`config.mk`:
```
export PLATFORM = sky130hd
export DESIGN_NAME = cnt_sched_flat
export DESIGN_NICKNAME = d
export VERILOG_FILES = /design/src/rtl/cnt_sched_if.sv /design/src/rtl/cnt_sched.sv /design/src/flat_wrapper.sv
export SDC_FILE = /design/constraint.sdc
export NUM_CORES = 1
export LEC_CHECK = 0
export CORE_AREA = 2 2 40 70
export CTS_CLUSTER_DIAMETER = 100
export CTS_CLUSTER_SIZE = 16
export DETAILED_ROUTE_END_ITERATION = 10
export DIE_AREA = 0 0 42 72
export PLACE_DENSITY = 0.75
export SETUP_SLACK_MARGIN = 0.15
export SLEW_MARGIN = 20
export SYNTH_ARGS = -nofsm -noshare
export SYNTH_HDL_FRONTEND = slang
export SYNTH_SLANG_ARGS = --single-unit
```
`constraint.sdc`:
```
create_clock -name clk -period 2.1 [get_ports clk]
set_input_delay 0.315 -clock clk [delete_from_list [all_inputs] [get_ports clk]]
set_output_delay 0.315 -clock clk [all_outputs]
set_load 0.01 [all_outputs]
```
`src/rtl/cnt_sched_if.sv`:
```
// rtl/cnt_sched_if.sv - requester and counter-control signal bundle for cnt_sched
interface cnt_sched_if;
  logic [1:0] req;
  logic [7:0] val0;
  logic [7:0] val1;
  logic [1:0] gnt;
  logic [1:0] done;
  logic       busy;
  logic       ctr_rst;
  logic       ctr_en;
  logic [7:0] ctr_load;
  logic [7:0] ctr_count;

  modport slave (
    input  req, val0, val1, ctr_count,
    output gnt, done, busy, ctr_rst, ctr_en, ctr_load
  );

  modport master (
    output req, val0, val1, ctr_count,
    input  gnt, done, busy, ctr_rst, ctr_en, ctr_load
  );
endinterface

```
`src/rtl/cnt_sched.sv`:
```
// rtl/cnt_sched.sv - two-requester scheduler driving an external 8-bit up-counter to terminal count
// Define CNT_SCHED_RR_EN for round-robin arbitration; fixed priority (requester 0) otherwise.
module cnt_sched (
  input  logic       clk,
  input  logic       rst,
  cnt_sched_if.slave bus
);
  typedef enum logic [1:0] {IDLE, LOAD, RUN, DONE} state_t;

  state_t     state;
  logic       owner;
  logic [7:0] lat;
  logic       win;
  logic       owner_req;

`ifdef CNT_SCHED_RR_EN
  // last holds the requester served most recently; reset to 1 so requester 0 wins first
  logic last;

  always_comb begin
    win = (bus.req == 2'b11) ? ~last : bus.req[1];
  end

  always_ff @(posedge clk) begin
    if (rst)
      last <= 1'b1;
    else if (state == IDLE && |bus.req)
      last <= win;
  end
`else
  always_comb begin
    win = ~bus.req[0];
  end
`endif

  assign owner_req    = owner ? bus.req[1] : bus.req[0];
  assign bus.ctr_load = lat;

  always_ff @(posedge clk) begin
    if (rst) begin
      state       <= IDLE;
      owner       <= 1'b0;
      lat         <= 8'h00;
      bus.gnt     <= 2'b00;
      bus.done    <= 2'b00;
      bus.busy    <= 1'b0;
      bus.ctr_rst <= 1'b1;
      bus.ctr_en  <= 1'b0;
    end else begin
      case (state)
        IDLE: begin
          bus.done <= 2'b00;
          if (|bus.req) begin
            state       <= LOAD;
            owner       <= win;
            lat         <= win ? bus.val1 : bus.val0;
            bus.gnt     <= win ? 2'b10 : 2'b01;
            bus.busy    <= 1'b1;
            bus.ctr_rst <= 1'b0;
            bus.ctr_en  <= 1'b1;
          end
        end
        LOAD, RUN: begin
          // owner withdrawal aborts even on the terminal-count cycle
          if (!owner_req) begin
            state       <= IDLE;
            bus.gnt     <= 2'b00;
            bus.busy    <= 1'b0;
            bus.ctr_rst <= 1'b1;
            bus.ctr_en  <= 1'b0;
          end else if (state == LOAD) begin
            state      <= RUN;
            bus.ctr_en <= 1'b0;
          end else if (bus.ctr_count == 8'hFF) begin
            state       <= DONE;
            bus.done    <= owner ? 2'b10 : 2'b01;
            bus.ctr_rst <= 1'b1;
          end
        end
        DONE: begin
          state    <= IDLE;
          bus.done <= 2'b00;
          bus.gnt  <= 2'b00;
          bus.busy <= 1'b0;
        end
        default: state <= IDLE;
      endcase
    end
  end
endmodule

```
`src/flat_wrapper.sv`:
```
// flat-port wrapper written by rule: the top's interface ports become plain ports
module cnt_sched_flat 
  (clk, rst, bus_req, bus_val0, bus_val1, bus_ctr_count, bus_gnt, bus_done, bus_busy, bus_ctr_rst, bus_ctr_en, bus_ctr_load);
  cnt_sched_if bus_i ();
  input  logic clk;
  input  logic rst;
  input wire logic [$bits(bus_i.req)-1:0] bus_req;
  input wire logic [$bits(bus_i.val0)-1:0] bus_val0;
  input wire logic [$bits(bus_i.val1)-1:0] bus_val1;
  input wire logic [$bits(bus_i.ctr_count)-1:0] bus_ctr_count;
  output wire logic [$bits(bus_i.gnt)-1:0] bus_gnt;
  output wire logic [$bits(bus_i.done)-1:0] bus_done;
  output wire logic [$bits(bus_i.busy)-1:0] bus_busy;
  output wire logic [$bits(bus_i.ctr_rst)-1:0] bus_ctr_rst;
  output wire logic [$bits(bus_i.ctr_en)-1:0] bus_ctr_en;
  output wire logic [$bits(bus_i.ctr_load)-1:0] bus_ctr_load;
  assign bus_i.req = bus_req;
  assign bus_i.val0 = bus_val0;
  assign bus_i.val1 = bus_val1;
  assign bus_i.ctr_count = bus_ctr_count;
  assign bus_gnt = bus_i.gnt;
  assign bus_done = bus_i.done;
  assign bus_busy = bus_i.busy;
  assign bus_ctr_rst = bus_i.ctr_rst;
  assign bus_ctr_en = bus_i.ctr_en;
  assign bus_ctr_load = bus_i.ctr_load;
  cnt_sched u_core (.clk(clk), .rst(rst), .bus(bus_i));
endmodule
```
==> results of run 1 <==
## through the flow
stage	hold slack (ps)	util, %
global route	468	59.3
CTS	448	59.1
finish	445	59.3
detailed placement	440	57.4
floorplan	469	-
global placement	432	57.4
## per-layer routing
metal,track usage (%),up-vias,wire (um)
li1,-,454,-
met1,18.3,426,911
met2,32.6,47,1270
met3,4.23,9,176
met4,8.96,0,70
met5,0,-,0
## cell type report
cell class	count	area share [%]
flip-flops and latches	18	25.0
multi-input cells	74	37.1
inverters	4	1.04
repair buffers	47	31.8
well taps	26	2.26
clock buffers	3	2.86
## registers in the layout, indices dropped and copies added (netlist names)
register and flops:
u_core.owner 1, u_core.bus.gnt 2, u_core.bus.ctr_en 1, u_core.bus.done 2, u_core.bus.ctr_load 8, u_core.state 2
u_core.bus.busy 1, u_core.bus.ctr_rst 1
## power by group
| group | switching, W | internal [W] |
|---|---|---|
| logic | 0.000195 | 0.000230 |
| registers | 0.0000347 | 0.000398 |
| clock network | 0.000114 | 0.000128 |
## synth_stat cells (all sizes together)
| cell type | number |
|---|---|
| clkbuf | 3 |
| o21a | 1 |
| o41a | 1 |
| a21oi | 4 |
| o21bai | 1 |
| ha | 6 |
| mux2 | 2 |
| nand3 | 2 |
| nand2b | 2 |
| o21ai | 3 |
| nor3b | 1 |
| buf | 3 |
| nand4 | 2 |
| a22oi | 1 |
| a211oi | 12 |
| a221oi | 1 |
| inv | 4 |
| nand3b | 1 |
| dfxtp | 18 |
| mux2i | 10 |
| nor3 | 1 |
| nor2 | 17 |
| nand2 | 4 |
| o21ba | 1 |
| or4 | 1 |
## logic make-up after synthesis
logic type / after synthesis / synth area share [%]
AO/OA/AOI/OAI: 25 / 18.9
adder cells (fa/ha/maj): 6 / 7.97
buffers and inverters: 10 / 5.58
flip-flops: 18 / 38.2
multiplexers: 12 / 13.4
AND/OR/NAND/NOR: 31 / 15.9
## final timing paths
| kind | start | to | slack, ps | depth (start not counted) |
|---|---|---|---|---|
| worst max-delay path | u_core.state[1] | u_core.state[1] | 280 | 5 |
| worst min-delay path | u_core.bus.done[1] | u_core.bus.done[1] | 450 | 2 |
| worst max register to register | u_core.state[1] | u_core.state[1] | 280 | 5 |
| worst min register to register | u_core.bus.done[1] | u_core.bus.done[1] | 450 | 2 |
## worst max-delay path, cell delays in order, from the launching register on
cell and delay [ps]:
sky130_fd_sc_hd__dfxtp_1 420, sky130_fd_sc_hd__inv_1 140, sky130_fd_sc_hd__ha_1 460, sky130_fd_sc_hd__nand3_2 130
sky130_fd_sc_hd__o21bai_1 210, sky130_fd_sc_hd__mux2_2 360
==> run summary, run 1 <==
The tools report the area of the multi-input gates as 534 um2. The first TritonRoute pass finished after 4 iterations. The number of remaining DRC errors came out at 0. The sort of element at the start of the critical path was a register.

Clock latency on the worst-skew pair, taken at its later pin, is 260 ps. The share of the Yosys chip area taken by registers is 38.2%. Measured along the x axis, the die boundary spans 42 um. The register clock-pin slew on the reported worst setup and hold paths was 70 ps; the slew at the pin closest to its max-slew limit was 319 ps. The worst setup path is captured at a register. The total number of vias was 936.

The residual antenna-violating net count after detailed routing came out at 0. Global routing finished with a remaining overflow of 0. In this run the tightest slew margin relative to its limit is 78.7%. In the layout the commonest cells are 42 x sky130_fd_sc_hd__clkdlybuf4s50_1, 18 x sky130_fd_sc_hd__dfxtp_1, 17 x sky130_fd_sc_hd__nor2_1.

The repair_antennas step left the layout with diodes totalling 0. Worst-case clock skew: 5.08 ps. The cell type with the highest aggregate area in the netlist is sky130_fd_sc_hd__dfxtp_1. At the worst endpoint, the required time is 2250 ps. Pin placement for this block handled 43 I/O pins. The number of H-tree branching levels is 1. The highest net fanout along the worst path works out to 8. Leaving out fill and tap cells, the most frequent cell in the layout is sky130_fd_sc_hd__clkdlybuf4s50_1. The instance area at placement was 1400 um2; the hold buffer count at CTS was 0.

In this run, CTS created clock tree buffers numbering 3. Global routing used 17.8% of the available tracks across all layers. Summed over all cells, the static leakage comes to 0.572 nW. The root buffer cell chosen for the clock tree is sky130_fd_sc_hd__clkbuf_8. The tools report the count of maximum capacitance violations as 0. The run gives 0 as the final max-slew violation count. The tools report the number of buffers added for setup after CTS as 0. A synthesized cell averages 9.24 um2.

Dividing total power by cell area gives a power density of 763 nW/um2. The tools report the final standard cell count with taps included and fillers excluded as 172. Setup repair after global routing left no endpoint under its margin.

After layout, the worst path uses 86.9% of the clock period. In this run the vertical extent of the chip is 72 um. TritonCTS built the clock tree. The floorplan has 24 rows.

The post-detailed-placement half-perimeter wirelength is 1850 um, and the post-synth net total is 136. The top cell type's share of synthesized area came out at 38.2%. The run gives 1021 as the via count of the first global-routing pass. The setup path with the least slack is of type register to register. The final design area excluding fillers was 1440 um2; the number of violations reported at the end of detailed-routing iteration 0 was 17. Cell area after synthesis: 942 um2. For the die area, the log shows 3020 um2. The filler cells instantiated in the layout total 216.

Entering global routing, the biggest net connects 17 pins. The floorplan step defined a core boundary enclosing 2430 um2. Highest attainable clock frequency: 548 MHz.

Synthesis handed over a netlist of 102 instances. In the post-synthesis netlist, the biggest area contributors are sky130_fd_sc_hd__dfxtp_1 38%, sky130_fd_sc_hd__mux2i_1 11%, sky130_fd_sc_hd__a211oi_1 9.6%. The logs give 1970 ps for the worst endpoint data arrival time and 0.473 mV for the maximum ir drop on the vdd rail.

After layout, the design draws a total of 0.00110 W. The ratio of cells with drive above 1 in the final layout was 9.59%; the number of antenna violations at the first check in global routing was 0. The area added between synthesis and finish was 53.0%; the number of setup violations in the final report was 0. Starting density of the core: 38.7%.

The logs give 4220 um for the first-pass GRT wire length and 2430 um for the overall routed net length. Prior to clock tree synthesis, the placed netlist has a worst setup slack of 233 ps. In the final design database the tool counted 182 nets. The count of placed standard cells including taps is 169, and the number of warning messages in the yosys log is 0.

In the final routed layout, each cell accounts on average for 14.1 um. Clock tree synthesis found a total of 18 sinks. The run gives 0 as the number of hold violations in the final report.

The clock period could shrink to 1820 ps. The number of distinct library cells after synthesis was 30. At the end of routability-driven placement, the weighted congestion stood at 0.770. The run finished with clean final reports.

The sequential cell area was 360 um2; the average via count per standard cell was 5.44. Number of synthesized register bits: 18. Minimum setup slack in the final design: 276 ps. The worst hold path belongs to the class register to register. Clock tree buffer depth: 2. The count of buffers from port buffering is 42, and the post-cts resize count is 0. For the final routed database, the setup TNS stands at 0 ps.
No activity file was read; power rests on OpenSTA's default activity.
==> run 2, diff against run 1 <==
==> constraint.sdc (replaced) <==
create_clock -name clk -period 2.26 [get_ports clk]
set_input_delay 0.339 -clock clk [delete_from_list [all_inputs] [get_ports clk]]
set_output_delay 0.339 -clock clk [all_outputs]
set_load 0.1 [all_outputs]
==> run 2 against run 1 <==
Sequential cell count stayed put. Largest power group is now combinational logic. Worst setup slack better by 180 ps. Maximum frequency rose by 0.86%. Critical endpoint is now u_core.bus.busy. Global-route usage fell by 0.37 points.
==> run summary, run 2 (synthesis results as in run 1) <==
The core region is 2430 um2. Once layout is complete, the cells apart from fillers number 171. The sort of element at the start of the critical path was a register. The first global-routing pass estimated 3980 um of wire.

At the pin with the least slew margin, the transition time is 495 ps. The final routed wire length divided by cell count is 13.3 um, and the residual antenna-violating net count after detailed routing is 0. The overall routed net length is 2280 um.

Post-layout minimum cycle time: 1810 ps. Critical path capture point type: a register. For the number of hold violations in the final report, the log shows 0. The via count of the first global-routing pass was 910; the power density relative to cell area was 924 nW/um2. The number of gates resized after CTS was 0. Setup repair after global routing left no endpoint under its margin. The final period utilization was 80.0%. The tools report the number of buffers added for setup after CTS as 0. Across the run, the number of max-cap violations was 0. The die boundary height is 72 um. In the final design database the tool counted 181 nets.

After detailed placement, the design holds a cell count of 168. The die is 42 um wide. The logs give 4 for the number of optimization iterations in the first detailed-route pass and 67.0% for the worst slew margin relative to its limit. The largest single stage delay on the critical path is 410 ps. The later pin in the worst-skew pair is clocked with a latency of 250 ps.

The worst-case clock skew was 4.51 ps. Setup violations remaining at the end of the flow were counted as 0. The clock net in this run drives a total of 18 sinks. After clock tree synthesis, the clock-pin slew on the worst setup and hold paths is 70 ps. TritonCTS built the clock tree. The logs give 1 for the number of H-tree branching levels and 29 for the number of violations reported at the end of detailed-routing iteration 0.

Counting the fill cells in the layout gives 218. The tools report the placement row count as 24. The signal on the critical path passes through inv_1 -> ha_1 -> nor3b_1 -> buf_4 -> a21oi_1 -> mux2i_1 -> nor2_1. The critical path contains buffers and inverters numbering 2 combined. The highest net fanout along the worst path came out at 5. The flip-flop count of the largest register, all copies and words added was 8; the sequential cell area was 360 um2. The multi-input combinational cells in the finished layout cover a total of 529 um2.

The run gives 1960 ps as the worst endpoint data arrival time. VDD sags by at most 0.656 mV. On the critical path the largest part of the delay comes from flip-flops.

On the critical path, the stage with the largest delay is an instance of sky130_fd_sc_hd__dfxtp_1. The congestion estimate from routability-driven global placement came to 0.788. The die area is 3020 um2. For the highest attainable clock frequency, the log shows 553 MHz. The initial utilization of the core area, before any placement, comes to 38.7%. The top cell types in the final layout, fill and taps aside, are 27 x sky130_fd_sc_hd__clkdlybuf4s50_1, 19 x sky130_fd_sc_hd__buf_4, 18 x sky130_fd_sc_hd__dfxtp_1. The average via count per standard cell works out to 5.18. The count of buffers from port buffering was 42; the total routing usage reported by global routing was 17.4%. The area added between synthesis and finish was 47.7%; the number of top-level design ports was 43.

The run gives 0 as the final global-route overflow total. The tools report the maximum number of pins on one net before global-route repair as 17. The number of buffers added by the clock tree synthesis step is 3.

Hold buffer count at CTS: 0. The ratio of cells with drive above 1 in the final layout is 18.6%. The antenna cell count was 0.

The worst hold path belongs to the class register to register. No sink is reached through more buffers than the 2 on the longest clock path. Data on the critical path is required at its endpoint by 2410 ps. The tools report the leakage power of the design as 0.589 nW.

Critical path start-end classification: register to register. The tools report the number of remaining DRC errors as 0. The number of antenna violations at the first check in global routing was 0; the final max-slew violation count was 0. The routed layout has 885 vias. The tree is rooted in a sky130_fd_sc_hd__clkbuf_8. The sum of negative setup slack is 0 ps. The flow ran to the end, and the final reports show no timing, DRC or antenna violations. Detailed placement ended at an HPWL of 1810 um.

The commonest non-fill, non-tap cell in the layout was sky130_fd_sc_hd__clkdlybuf4s50_1.
## run 2: path summary, 6_finish.rpt
path / from / to / slack [ps] / cells after the start
hold / removal: u_core.bus.done[0] / u_core.bus.done[0] / 440 / 2
setup reg to reg: u_core.state[1] / u_core.bus.busy / 450 / 7
hold reg to reg: u_core.bus.done[0] / u_core.bus.done[0] / 440 / 2
setup / recovery: u_core.state[1] / u_core.bus.busy / 450 / 7
## run 2: layout make-up
cell class	count	area share [%]
Clock buffer	3	2.97
Inverter	4	1.08
Multi-Input combinational cell	74	38.0
Sequential cell	18	25.9
Tap cell	26	2.34
Timing Repair Buffer	46	29.7
## run 2: per-stage QoR
step | hold slack, ps | power (W) | worst slack, ps | area, um2 | util (%)
floorplan | 488 | 0.000925 | 590 | 942 | -
detailed placement | 437 | 0.00107 | 345 | 1350 | 55.5
global route | 467 | 0.00135 | 352 | 1390 | 57.2
CTS | 446 | 0.00130 | 437 | 1390 | 57.2
finish | 442 | 0.00129 | 451 | 1390 | 57.2
global placement | 433 | 0.00107 | 405 | 1350 | 55.5
## run 2: per-layer routing
metal  wire, um  vias up  part of all wire (%)  GRT usage, %
met5          0        -                     0             0
met4         60        0                   2.6          11.5
met3        149        4                   6.5          3.48
met2       1210       35                    53          31.8
met1        858      391                    38          17.3
li1           -      455                     -             -
## run 2: worst reg2reg max path: cells and delay by family (launching register included)
kind / cells / cell delay, ps
AO/OA/AOI/OAI: 1 / 280
buffers and inverters: 2 / 280
adder cells (fa/ha/maj): 1 / 270
flip-flops: 1 / 410
multiplexers: 1 / 240
AND/OR/NAND/NOR: 2 / 240
## run 2: power by group
part	internal, W	switching [W]	total [W]
sequential	0.000370	0.0000333	0.000403
clock	0.000118	0.000102	0.000220
combinational	0.000191	0.000471	0.000663
total	0.000679	0.000607	0.00129
==> run 3, diff against run 2 <==
--- a/config.mk
+++ b/config.mk
@@ -5,12 +5,12 @@
 export SDC_FILE = /design/constraint.sdc
 export NUM_CORES = 1
 export LEC_CHECK = 0
-export CORE_AREA = 2 2 40 70
+export CORE_AREA = 2 2 42 73
 export CTS_CLUSTER_DIAMETER = 100
 export CTS_CLUSTER_SIZE = 16
 export DETAILED_ROUTE_END_ITERATION = 10
-export DIE_AREA = 0 0 42 72
-export PLACE_DENSITY = 0.75
+export DIE_AREA = 0 0 44 75
+export PLACE_DENSITY = 0.72
 export SETUP_SLACK_MARGIN = 0.15
 export SLEW_MARGIN = 20
 export SYNTH_ARGS = -nofsm -noshare
==> constraint.sdc (replaced) <==
create_clock -name clk -period 1.45 [get_ports clk]
set_input_delay 0.2175 -clock clk [delete_from_list [all_inputs] [get_ports clk]]
set_output_delay 0.2175 -clock clk [all_outputs]
set_load 0.1 [all_outputs]
==> run 3 against run 2 <==
The flow now finishes with violations (negative setup slack). Register-to-register slack worse by 450 ps. Critical path depth is 2 lower. First-iteration DRC count is 72% lower. Die area grew 9.1%. Clock-buffer cell count up 1. Critical path type unchanged. Largest power group unchanged. Highest routed layer unchanged.
==> run summary, run 3 (synthesis results as in run 1) <==
The initialized floorplan defines 25 standard-cell rows. Along the worst path, the maximum fanout reaches 4. After routing, the total negative slack on setup checks comes to -2.49 ps. The number of violations reported at the end of detailed-routing iteration 0 is 8.

The net switching component of the power is 0.00117 W. Compared with the post-synthesis result, the final layout area differs by 105%. The tools report the final max-slew violation count as 0. TritonCTS built the clock tree.

The run finished, with violations left. The worst endpoint data arrival time was 1600 ps. The startpoint identified for the worst register-to-register timing path is u_core.state[0].

The leakage power of the design is 0.788 nW. The number of cells on the worst hold path came out at 2. The final reports fail on negative setup slack. The tools report the number of antenna violations at the first check in global routing as 0. Clock-pin slew was measured on the worst setup and hold paths at 70 ps. Input and output buffers added on the ports amount to 42. At the later pin of the worst-skew pair, clock insertion delay measures 260 ps.

Of the total power, combinational logic draws 58.1%. Across the VDD grid, the largest voltage drop is 0.974 mV. The tools report the number of optimization iterations in the first detailed-route pass as 4. The path category of the worst min-delay check was register to register.

The die boundary height came out at 75 um. The number of remaining DRC errors was 0; the core occupancy in the finished layout was 71.8%. Dividing the final minimum period by the clock period gives 100%. The run gives 18.4% as the total routing usage reported by global routing.

The final global-route overflow total was 0; the number of setup violations in the final report was 1. The repair_antennas step left the layout with diodes totalling 0. The internal power component is 0.00150 W.

The initial utilization of the core area, before any placement, comes to 35.0%. The tree is rooted in a sky130_fd_sc_hd__clkbuf_8. Max-cap violations in this run came to 0. For the worst setup path, the data required time is 1600 ps. The die area was 3300 um2; the flip-flop count of the largest register, all copies and words added was 8. The ratio of cells with drive above 1 in the final layout came out at 52.8%. Clock tree synthesis found a total of 18 sinks. Summing internal, switching and leakage power gives 0.00267 W. Leaving out fill and tap cells, the most frequent cells in the layout are 25 x sky130_fd_sc_hd__clkdlybuf4s50_1, 18 x sky130_fd_sc_hd__buf_4, 15 x sky130_fd_sc_hd__buf_12. Summed over all layers, the routed wires come to 3130 um. Sort of element at the start of the critical path: a register. The worst register-to-register path has a depth of 5. The first global-routing pass estimated 4460 um of wire. The clock network burns 15.7% of the power.

Clock skew on the completed layout was measured at 1.34 ps. Power spread over the standard cell area amounts to 1380 nW/um2. The tools report the via count of the first global-routing pass as 1047. The critical path capture point type is a register.

Setup repair after global routing could not meet its margin everywhere. The average via count per standard cell was 5.31. The worst setup path is of the register to register kind.

The hold buffer count at CTS is 0, and the maximum number of pins on one net before global-route repair is 13. At the pin with the least slew margin, the transition time is 280 ps. In this run the tightest slew margin relative to its limit is 81.3%. In this run the register-to-register setup slack is -2 ps. On the final layout, the worst hold slack is 487 ps. Horizontal die dimension: 44 um. The startpoint identified for the worst hold timing path is u_core.bus.done[0]. The tools report the worst hold path endpoint as u_core.bus.done[0]. Share of power burned in registers: 26.2%. The final layout contains 198 nets. The worst path needs 1450 ps of the cycle, external delays included.

The number of H-tree branching levels was 1. The post-detailed-placement half-perimeter wirelength was 2170 um; the final routed wire length divided by cell count was 16.5 um. The floorplan step defined a core boundary enclosing 2690 um2.

Commonest non-fill, non-tap cell in the layout: sky130_fd_sc_hd__clkdlybuf4s50_1. Net switching is 43.7% of the power. The detail route stage leaves a number of antenna-violating nets equal to 0. Counting the buffers created by CTS gives 3. The routability congestion estimate was 0.781.

The endpoint identified for the worst register-to-register timing path is u_core.state[1]. The number of hold violations in the final report came out at 0. The clock tree buffer depth is 2. The minimum setup slack in the final design was -2.49 ps.

Summing over every cut layer, the via total after detailed routing is 1008. For this run, the top clock speed supported by timing is 688 MHz. The filler cells instantiated in the layout total 183.

The number of top-level design ports came out at 43.
run 3: cell types whose count changed in the layout (fill, tap and decap cells not counted), sizes merged:
cell           before  now
clkdlybuf4s50      27   25
dlygate4sd2         0    2
buf                19   36
clkbuf              3    4
run 3: through the flow:
| stage | cell area, um2 | instances | setup slack [ps] |
|---|---|---|---|
| final | 1930 | 190 | -2.49 |
| after CTS | 1800 | 188 | 20.0 |
| after global routing | 1930 | 190 | -38.4 |
| after detailed placement | 1670 | 182 | -301 |
| after floorplan | 972 | 102 | -11.2 |
| after global placement | 1670 | 182 | -252 |
run 3: what timing repair did:
item                       4_1_cts  5_1_grt
gates resized for setup         18       26
setup endpoints to repair       17       17
setup buffers                    2        2
pin swaps                       12        7
run 3: cell type report:
class | count | area [um2] | share of cell area, %
Sequential cell | 18 | 377 | 19.5
Inverter | 4 | 20.0 | 1.04
Multi-Input combinational cell | 74 | 708 | 36.7
Clock buffer | 4 | 55.1 | 2.85
Tap cell | 27 | 33.8 | 1.75
Timing Repair Buffer | 63 | 737 | 38.2
run 3: critical path, cell delays in order, from the launching register on:
cell and delay [ps]:
sky130_fd_sc_hd__dfxtp_4 360, sky130_fd_sc_hd__inv_4 60, sky130_fd_sc_hd__ha_4 130, sky130_fd_sc_hd__nor3b_4 280
sky130_fd_sc_hd__o21bai_4 190, sky130_fd_sc_hd__mux2_4 310
run 3: how the worst max path moves through the flow:
stage,slack (ps),start,endpoint
finish,-2,u_core.state[0],u_core.state[1]
global route,-40,u_core.state[0],u_core.state[1]
CTS,20,u_core.state[0],u_core.bus.done[1]
detailed placement,-300,bus_req[0],u_core.state[1]
global placement,-250,bus_req[0],u_core.state[1]
floorplan,-10,u_core.state[0],u_core.state[1]
run 3: power by group through the flow:
stage               sequential (W)  clock [W]  combinational, W
floorplan                  0.00114          0          0.000332
global placement          0.000682          0           0.00130
detailed placement        0.000686          0           0.00132
CTS                       0.000683   0.000429           0.00141
global route              0.000711   0.000450           0.00162
finish                    0.000699   0.000420           0.00155
run 3: per-layer routing:
layer / vias up / GRT usage, % / share of wire (%)
met4: 0 / 9.09 / 1.9
met2: 40 / 36.4 / 59
li1: 486 / - / -
met3: 6 / 3.84 / 6.4
met5: - / 0 / 0
met1: 476 / 16.7 / 33
